## src/rtl/codificador_dias_pkg.sv

```systemverilog
`default_nettype none
// ============================================================================
// Module      : codificador_dias_pkg
// Description : State encoding, BCD digit limits and day bound shared by the
//               date coders.
// Revision    : 1.0 - initial release
// ============================================================================
package codificador_dias_pkg;

  typedef enum logic [1:0] {
    ST_IDLE    = 2'd0,
    ST_CHECK   = 2'd1,
    ST_CONVERT = 2'd2,
    ST_DONE    = 2'd3
  } state_t;

  localparam logic [3:0] c_BCD_UNITS_MAX   = 4'd9;
  localparam logic [3:0] c_BCD_TENS_MAX    = 4'd3;
  localparam int         c_DIA_MAX_DEFAULT = 31;

  // Binary value of a packed BCD byte; tens up to 15 still fits in 8 bits.
  function automatic logic [7:0] bcd_to_bin(input logic [7:0] bcd);
    logic [7:0] tens;
    logic [7:0] units;
    tens  = {4'd0, bcd[7:4]};
    units = {4'd0, bcd[3:0]};
    return 8'((tens << 3) + (tens << 1) + units);
  endfunction

endpackage
`default_nettype wire

```

## src/rtl/validador_bcd.sv

```systemverilog
`default_nettype none
// ============================================================================
// Module      : validador_bcd
// Description : Combinational range check of a packed BCD byte against a max.
// Revision    : 1.0 - initial release
// ============================================================================
module validador_bcd
  import codificador_dias_pkg::*;
(
  input  logic [7:0] i_byte,
  input  logic [7:0] i_max,
  output logic       o_ok
);

  logic [3:0] units;
  logic [3:0] tens;
  logic [7:0] value;

  always_comb begin
    units = i_byte[3:0];
    tens  = i_byte[7:4];
    value = bcd_to_bin(i_byte);
    o_ok  = (units <= c_BCD_UNITS_MAX) &&
            (tens  <= c_BCD_TENS_MAX)  &&
            (value != 8'd0)            &&
            (value <= i_max);
  end

endmodule
`default_nettype wire

```

## src/rtl/codificador_dias.sv

```systemverilog
`default_nettype none
// ============================================================================
// Module      : codificador_dias
// Description : Sequential BCD day-of-month to binary Ref encoder.
// Revision    : 1.0 - initial release
// ============================================================================
module codificador_dias
  import codificador_dias_pkg::*;
#(
  parameter int DIA_MAX = c_DIA_MAX_DEFAULT
) (
  input  logic       Clock,
  input  logic       Reset,
  input  logic       Start,
  input  logic       Formato,
  input  logic [7:0] Dato_in,
  output logic [4:0] Ref,
  output logic       Done,
  output logic       Error,
  output logic       Busy
);

  localparam logic [7:0] c_DIA_MAX = 8'(DIA_MAX);

  state_t     state_q, state_d;
  logic [7:0] dato_q, dato_d;
  logic       formato_q, formato_d;
  logic [5:0] acc_q, acc_d;
  logic [1:0] t_q, t_d;
  logic [4:0] ref_q, ref_d;
  logic       err_q, err_d;

  logic       val_ok;
  logic       accept_done;
  logic [5:0] acc_dec;

  validador_bcd u_validador (
    .i_byte (dato_q),
    .i_max  (c_DIA_MAX),
    .o_ok   (val_ok)
  );

  // State register
  always_ff @(posedge Clock or posedge Reset) begin
    if (Reset) begin
      state_q <= ST_IDLE;
    end else begin
      state_q <= state_d;
    end
  end

  // Next-state logic
  always_comb begin
    state_d = state_q;
    case (state_q)
      ST_IDLE: begin
        if (Start) begin
          state_d = ST_CHECK;
        end
      end
      ST_CHECK: begin
        if (!val_ok || (dato_q[7:4] == 4'd0)) begin
          state_d = ST_DONE;
        end else begin
          state_d = ST_CONVERT;
        end
      end
      ST_CONVERT: begin
        if (t_q == 2'd1) begin
          state_d = ST_DONE;
        end
      end
      ST_DONE: begin
        state_d = ST_IDLE;
      end
      default: begin
        state_d = ST_IDLE;
      end
    endcase
  end

  // Datapath next values: capture, accumulate tens, load Ref on accepted exit.
  always_comb begin
    dato_d    = dato_q;
    formato_d = formato_q;
    acc_d     = acc_q;
    t_d       = t_q;
    err_d     = err_q;
    case (state_q)
      ST_IDLE: begin
        if (Start) begin
          dato_d    = Dato_in;
          formato_d = Formato;
          err_d     = 1'b0;
        end
      end
      ST_CHECK: begin
        if (val_ok) begin
          acc_d = {2'b00, dato_q[3:0]};
          t_d   = dato_q[5:4];
          err_d = 1'b0;
        end else begin
          err_d = 1'b1;
        end
      end
      ST_CONVERT: begin
        acc_d = acc_q + 6'd10;
        t_d   = t_q - 2'd1;
      end
      default: begin
      end
    endcase

    accept_done = (state_d == ST_DONE) &&
                  ((state_q == ST_CONVERT) || ((state_q == ST_CHECK) && val_ok));
    acc_dec     = acc_d - 6'd1;
    ref_d       = ref_q;
    if (accept_done) begin
      ref_d = formato_q ? acc_d[4:0] : acc_dec[4:0];
    end
  end

  always_ff @(posedge Clock or posedge Reset) begin
    if (Reset) begin
      dato_q    <= 8'd0;
      formato_q <= 1'b0;
      acc_q     <= 6'd0;
      t_q       <= 2'd0;
      ref_q     <= 5'd0;
      err_q     <= 1'b0;
    end else begin
      dato_q    <= dato_d;
      formato_q <= formato_d;
      acc_q     <= acc_d;
      t_q       <= t_d;
      ref_q     <= ref_d;
      err_q     <= err_d;
    end
  end

  // Output logic
  always_comb begin
    Ref   = ref_q;
    Done  = (state_q == ST_DONE);
    Error = (state_q == ST_DONE) && err_q;
    Busy  = (state_q != ST_IDLE);
  end

endmodule
`default_nettype wire
```

## config.mk

```make
export PLATFORM = sky130hd
export DESIGN_NAME = codificador_dias
export DESIGN_NICKNAME = d
export VERILOG_FILES = /design/src/rtl/codificador_dias_pkg.sv /design/src/rtl/validador_bcd.sv /design/src/rtl/codificador_dias.sv
export SDC_FILE = /design/constraint.sdc
export NUM_CORES = 1
export LEC_CHECK = 0
export CORE_ASPECT_RATIO = 0.75
export CORE_MARGIN = 3
export CORE_UTILIZATION = 49
export DETAILED_ROUTE_END_ITERATION = 10
export DONT_BUFFER_PORTS = 1
export PLACE_DENSITY_LB_ADDON = 0.08
export SETUP_SLACK_MARGIN = 0.3
export SLEW_MARGIN = 20
export SYNTH_ARGS = -nofsm -noshare
export SYNTH_HDL_FRONTEND = slang
export SYNTH_SLANG_ARGS = --single-unit
```

## constraint.sdc

```tcl
create_clock -name Clock -period 4.4 [get_ports Clock]
set_input_delay 1.32 -clock Clock [delete_from_list [all_inputs] [get_ports Clock]]
set_output_delay 1.32 -clock Clock [all_outputs]
set_load 0.01 [all_outputs]
```

# Word-level counts from Yosys, hierarchy flattened

Index checks and enable logic that the tools add are counted.

Register bits: 25
Input port bits: 12
Output and inout bits: 8
Logic and storage cells: 52

Add/sub/neg operators: 5
$lt $le $gt $ge: 3
Equality and inequality tests: 7
Mux-type cells: 12
Reductions and logical operators: 18

Operators with widths:

| operator              | number |
|---|---|
| $pmux W6 S2           | 1 |
| $add A7 B5 Y8         | 1 |
| $add A8 B4 Y8         | 1 |
| $le A8 B5 Y1 const B  | 1 |
| $pmux W2 S4           | 1 |
| $reduce_bool A8 Y1    | 1 |
| $add A6 B4 Y6 const B | 1 |
| $eq A2 B2 Y1 const B  | 3 |
| $logic_and A1 B1 Y1   | 6 |
| $mux W2               | 3 |
| $mux W6               | 1 |
| $reduce_and A2 Y1     | 3 |
| $reduce_bool A2 Y1    | 3 |
| $mux W5               | 1 |
| $sub A5 B1 Y5 const B | 1 |
| $eq A2 B1 Y1 const B  | 2 |
| $le A4 B2 Y1 const B  | 1 |
| $le A4 B4 Y1 const B  | 1 |
| $logic_not A4 Y1      | 1 |
| $ne A2 B2 Y1 const B  | 2 |
| $pmux W2 S2           | 1 |
| $mux W1               | 3 |
| $logic_not A2 Y1      | 1 |
| $logic_or A1 B1 Y1    | 2 |
| 3 further kinds       | 3 |

# Depth between registers and ports, before layout

Gate-level depths: netlist of run 1.

Word-level depth: 11
Gate-level depth with buffers: 12
Mapped depth without buffers: 11

# Modules after synthesis

Synthesis of run 1 repeated with hierarchy kept, for this count alone.

Cells, all modules: 173
Area, all modules: 1729.2 um^2

By module, submodules not included:

| module           | times used | cells an instance | area each (um^2) | sequential area each (um^2) |
|---|---|---|---|---|
| codificador_dias | 1          | 121               | 1302.5           | 600.6 |
| validador_bcd    | 1          | 52                | 426.7            | 0.0 |

# Least setup slack after synthesis of run 1

OpenSTA, ideal clock, no wires.

Path type: reg2reg
Start: register dato_q[3]
End: register ref_q[4], in the netlist Ref[4]
Library setup time: 95 ps
Arrival time: 3316 ps
Data required time: 4305 ps
Slack: 989 ps
Cell stages (with the launch flop): 12
Path buffers: 1
Clock period less this slack: 3411 ps
Cells stage by stage: dfrtp_1 > fa_1 > fa_1 > and2b_1 > nor3_4 > or3_1 > buf_6 > a311oi_4 > ha_1 > nand2b_1 > o31a_1 > o31ai_1

Longest elaborated chain between the ends: 10
Elaborated cells on any way between the ends: 19
Those cells by class: 2 x add/sub; 2 x order compare; 1 x eq/ne; 5 x mux; 9 x reduce/logical

RTL lines:

| item                                                                   | RTL line                | source |
|---|---|---|
| start: declaration                                                     | codificador_dias.sv:26  | `logic [7:0] dato_q, dato_d;` |
| start signal: assignment                                               | codificador_dias.sv:132 | `dato_q <= dato_d;` |
| parallel branches: the longest is 10 deep, another holds $add A8 B4 Y8 | --                      |  |
| end signal: assignment                                                 | codificador_dias.sv:136 | `ref_q <= ref_d;` |
| end: declaration                                                       | codificador_dias.sv:30  | `logic [4:0] ref_q, ref_d;` |

Several ways; the timed one is not identified.
A chain may end at the register's enable or synchronous reset.

# Worst setup path in the final report of run 1

Start: register dato_q[4]
End: register ref_q[4], in the netlist Ref[4]

Longest elaborated chain between the ends: 11
Elaborated cells on any way between the ends: 21
Those cells by class: 3 x add/sub; 2 x order compare; 1 x eq/ne; 5 x mux; 10 x reduce/logical

RTL lines:

| item |
|---|
| parallel branches: the longest is 11 deep, another holds $add A7 B5 Y8 |

Several ways; the timed one is not identified.

==> results of run 1 <==
[final timing paths]
check,start,end,slack [ps]
setup / recovery,dato_q[4],Ref[4],690
max in group asynchronous,Reset,Ref[2],2720
min in group asynchronous,Reset,acc_q[3],1130
hold / removal,err_q,err_q,540
hold reg to reg,err_q,err_q,540
setup reg to reg,dato_q[4],Ref[4],690
[through the flow]
stage	instance area, um^2	utilization [%]
after floorplan	1602	-
after global placement	1625	53.43
after detailed placement	1625	53.43
after CTS	1680	55.24
after global routing	1680	55.24
final	1680	55.24
[worst register-to-register path, cell delays in order (launching register included)]
cell and delay [ps]:
dfrtp_1 450, fa_1 530, fa_1 450, and2b_1 310, nor3_4 100, or3_1 550, a311oi_4 450, ha_1 220
nand2b_1 100, o31a_1 290, o31ai_1 180
[logic make-up (layout without fill, tap and decap cells)]
family | count (synthesis) | in the layout
xor gates and xnor gates | 2 | 2
adders and majority gates | 16 | 16
and+or+nand+nor | 41 | 41
AOI/OAI and AO/OA | 40 | 40
DFF | 24 | 24
muxes | 11 | 11
buffers and inverters | 19 | 18
[area by class of cell]
class                      count  share of cell area (%)
multi-input combinational    110                   54.80
sequential                    24                   35.74
clock buffer                   4                   3.276
inverter                      13                   2.904
tap                           38                   2.829
timing repair buffer           1                  0.4468
[cell usage after synthesis (2+ instances only)]
cell type | count | area [um^2]
o21ai_0 | 8 | 40.04
a21oi_1 | 8 | 40.04
inv_1 | 13 | 48.80
clkbuf_1 | 4 | 15.01
fa_1 | 2 | 40.04
dfrtp_1 | 24 | 600.6
nor2_1 | 3 | 11.26
nand2b_1 | 3 | 18.77
nor4_1 | 4 | 25.02
mux2i_1 | 2 | 20.02
nor2b_1 | 2 | 12.51
ha_1 | 14 | 175.2
or3_1 | 2 | 12.51
o31ai_1 | 4 | 30.03
nand3_1 | 7 | 35.03
nand2_1 | 10 | 37.54
o22ai_1 | 3 | 18.77
mux2_2 | 9 | 101.4
[flip-flops by register name, indices dropped and copies added, names as in the netlist]
register	cells
err_q	1
state_q	2
acc_q	5
Ref	5
formato_q	1
dato_q	8
t_q	2
[layout by cell type (no fill, tap or decap), types with 3 or more instances in the layout]
| cell | Yosys | routed |
|---|---|---|
| a21oi_1 | 8 | 8 |
| clkbuf_8 | 0 | 4 |
| dfrtp_1 | 24 | 24 |
| ha_1 | 14 | 14 |
| inv_1 | 13 | 13 |
| mux2_2 | 9 | 9 |
| nand2_1 | 10 | 10 |
| nand2b_1 | 3 | 3 |
| nand3_1 | 7 | 7 |
| nor2_1 | 3 | 3 |
| nor4_1 | 4 | 4 |
| o21ai_0 | 8 | 8 |
| o22ai_1 | 3 | 3 |
| o31ai_1 | 4 | 4 |
[per-layer routing]
| metal | global-route usage, % | up-vias | wire [um] |
|---|---|---|---|
| met2 | 25.13 | 30 | 1454 |
| met1 | 26.61 | 580 | 1651 |
| met4 | 2.413 | 0 | 28 |
| met5 | 0 | - | 0 |
| met3 | 5.091 | 4 | 165 |
| li1 | - | 565 | - |
==> flow_summary.yaml, run 1 <==
cts:
  clock_latency_ps: 270
  clk_pin_slew_ps: 90
  cts-buffers-inserted: 3
  cts_tree: "yes"
  postCtsResizedCells: 0
  cts_sinks: 24
  postCtsSetupBuffers: 0
  cts_root_buffer: "clkbuf_8"
  htreeDepth: 1
  ctsHoldBuffers: 0
  clockBufferDepth: 2
grt:
  grt_max_degree: 25
  grt_pass1_vias: 1085
  grt_pass1_wl_um: 5540
  overflow: 0
  antenna_found_initial: 0
  track_usage_pct: 17.52
cells_and_area:
  area_delta_synth_final_pct: 4.922
  antennaDiodeCount: 0
  fin_cells: 190
  multi_input_area_um2: 920.9
  drive_gt1_share_pct: 14.47
  nFillCells: 282
  register_area_um2: 600.6
  fin_nets: 181
worst_hold_path:
  hold_path.class: "reg2reg"
  holdPathStages: 1
sta:
  fin_setup_tns_ps: 0
  period_minus_slack_ps: 3709
  setup_viol: 0
  max_freq_mhz: 269.6
  holdWs_ps: 536.1
  fin_worst_skew_ps: 7.810
  fin_ws_ps: 690.5
  finalMaxSlewViolations: 0
  hold_viol: 0
  slew_headroom_pct: 39.56
  finalCritPeriodShare_pct: 84.31
  tightest_slew_ps: 905.6
  rsz0062_at_grt: "false"
critical_path:
  crit_required_ps: 4590
  start_kind: "flip-flop"
  path_cells: "fa_1, fa_1, and2b_1, nor3_4, or3_1, a311oi_4, ha_1, nand2b_1, o31a_1, o31ai_1"
  path_depth: 10
  crit_path_top_delay_cell: "or3_1"
  arrival_ps: 3900
  r2r_cells: 10
  path_delay_family: "adder cells"
  worst-path-buf-inv: 0
  cp-end-kind: "flip-flop"
  cp_common_cell: "fa_1"
  crit_type: "reg2reg"
  cp_slowest_stage_delay_ps: 550
  cp_max_fo: 8
logic_synthesis:
  synth-edff-count: 0
  synth_ff_type: "dfrtp_1"
  syn_area_um2: 1602
  synthCells: 153
  synthMuxAreaShare_pct: 7.578
  synth_simple_gate_area_share_pct: 15.78
  synth_warnings: 0
  synth_top_family_by_area: "compound AO/OA/AOI/OAI gates"
  synth_xor_area_share_pct: 1.094
  syn_nets: 181
  avgSynthCellArea_um2: 10.47
  synth-compound-area-share_pct: 19.61
  synth_adder_area_share_pct: 13.44
  synthDistinctLibCells: 49
  async_flop_share_pct: 100.0
  ys_ff_latch: 24
  ys_seq_area_share_pct: 37.50
floorplanning:
  die_area_um2: 3998
  core_um2: 3042
  fp-row-count: 17
  fp.dieW_um: 72.02
  io_pins: 20
  initial_core_util_pct: 52.65
  die_h_um: 55.51
drt:
  drt-pass1-iter-count: 5
  drc: 0
  finalWirelength_um: 3300
  final_antenna_net_count: 0
  drtIter0Drc: 50
  viasPerCell: 6.205
  wl_per_cell_um: 17.37
  via_count: 1179
placed_design:
  port_buffers: 0
  dp_hpwl_um: 2587
  dp_slack_ps: 700.0
  gp_congestion: 0.9018
  placedCellCount: 186
job:
  drv_cap: 0
outcome:
  outcome: "complete, no violations"
Power of run 1 is left out: the tool's default activity adds up to more than one toggle a clock period on the data nets, which glitch-free logic cannot reach.
==> run 2: changes to the inputs <==
==> constraint.sdc (replaced) <==
create_clock -name Clock -period 3.8 [get_ports Clock]
set_input_delay 1.14 -clock Clock [delete_from_list [all_inputs] [get_ports Clock]]
set_output_delay 1.14 -clock Clock [all_outputs]
set_load 0.01 [all_outputs]
==> flow_summary.yaml, run 2 (same netlist as run 1, synthesis figures left out) <==
outcome:
  outcome: "complete, no violations"
drt:
  viasPerCell: 6.175
  finalWirelength_um: 3324
  drtIter0Drc: 65
  wl_per_cell_um: 17.13
  drc: 0
  final_antenna_net_count: 0
  drt-pass1-iter-count: 4
  via_count: 1198
cts:
  cts-buffers-inserted: 3
  htreeDepth: 1
  cts_tree: "yes"
  clk_pin_slew_ps: 90
  clockBufferDepth: 2
  cts_root_buffer: "clkbuf_8"
  clock_latency_ps: 270
  cts_sinks: 24
cells_and_area:
  largest_reg_flops: 8
  multi_input_area_um2: 934.6
  area_delta_synth_final_pct: 7.813
  register_area_um2: 603.1
  final_area_um2: 1727
  layout_commonest_cell: "dfrtp_1"
  nFillCells: 274
  fin_nets: 185
  top_register: "dato_q"
  drive_gt1_share_pct: 19.87
  antennaDiodeCount: 0
  layout_common_cells: "22 x dfrtp_1, 14 x ha_1, 13 x inv_1, 10 x nand2_1, 9 x mux2_2"
sta:
  hold_viol: 0
  finalMaxSlewViolations: 0
  fin_worst_skew_ps: 5.637
  slew_headroom_pct: 37.01
  period_minus_slack_ps: 3482
  setup_viol: 0
  finalCritPeriodShare_pct: 91.62
  tightest_slew_ps: 943.8
  rsz0062_at_grt: "true"
  fin_setup_tns_ps: 0
  max_freq_mhz: 287.2
floorplanning:
  core_um2: 3042
  die_h_um: 55.51
  io_pins: 20
  fp-row-count: 17
  fp.dieW_um: 72.02
  initial_core_util_pct: 52.65
  die_area_um2: 3998
critical_path:
  start_kind: "flip-flop"
  arrival_ps: 3660
  reg2reg_from: "dato_q[4]"
  r2r_end: "Ref[4]"
  crit_type: "reg2reg"
  r2r_cells: 10
  cp-end-kind: "flip-flop"
  r2r_setup_slack_ps: 320
  cp_max_fo: 8
  crit_required_ps: 3980
worst_hold_path:
  hold_path.class: "reg2reg"
  worst_hold_path.endpoint: "err_q"
  hp-start: "err_q"
  holdPathStages: 1
grt:
  grt_pass1_wl_um: 5526
  grt_max_degree: 25
  track_usage_pct: 17.25
  antenna_found_initial: 0
  grt_pass1_vias: 1121
  overflow: 0
placed_design:
  placed_cell_area_um2: 1625
  port_buffers: 0
  gp_congestion: 0.9098
  dp_hpwl_um: 2553
job:
  drv_cap: 0
## run 2: worst max path at each step
stage	slack, ps	end	cells past startpoint	startpoint
floorplan	390	Ref[4]	11	dato_q[3]
global placement	220	Ref[4]	10	dato_q[4]
detailed placement	90	Ref[4]	10	dato_q[4]
CTS	330	Ref[4]	10	dato_q[4]
global route	170	Ref[4]	10	dato_q[4]
finish	320	Ref[4]	10	dato_q[4]
## run 2: timing repair
item / CTS / global route
setup endpoints to repair: 3 / 2
resized for setup: 1 / 5
setup buffers: 2 / 2
pin swaps: 3 / 3
hold buffers: 0 / 0
endpoints found under the hold margin: 0 / 0
cloned: 0 / 0
## run 2: area by class of cell
type                    instances  area share [%]
flip-flops and latches         24           34.93
repair buffers                  5           2.174
multi-input cells             110           54.13
inverters                      13           2.826
well taps                      38           2.754
clock buffers                   4           3.188
## run 2: through the flow
step	worst slack [ps]	hold slack (ps)	utilization [%]	instances
2_1_floorplan	388.9	458.3	-	153
3_3_place_gp	218.4	489.6	53.43	186
3_5_place_dp	86.81	485.9	53.43	186
4_1_cts	325.7	506.7	55.90	192
5_1_grt	172.6	526.3	56.77	194
6_report	318.3	493.5	56.77	194
## run 2: layer usage
metal	part of all wire (%)	wire, um	GRT usage [%]
met1	49	1632	26.64
met2	42	1386	24.21
met3	8.7	290	4.909
met4	0.45	15	2.681
met5	0	0	0
## run 2: worst max-delay path, cell delays in order (launching register included)
cell and delay [ps]:
dfrtp_2 440, fa_1 540, fa_1 480, or4_4 430, nor3_4 340, nor4_1 130, a311oi_2 260, ha_1 200
nand2b_1 90, o31a_1 290, o31ai_1 190
Power of run 2 is left out for the same reason.
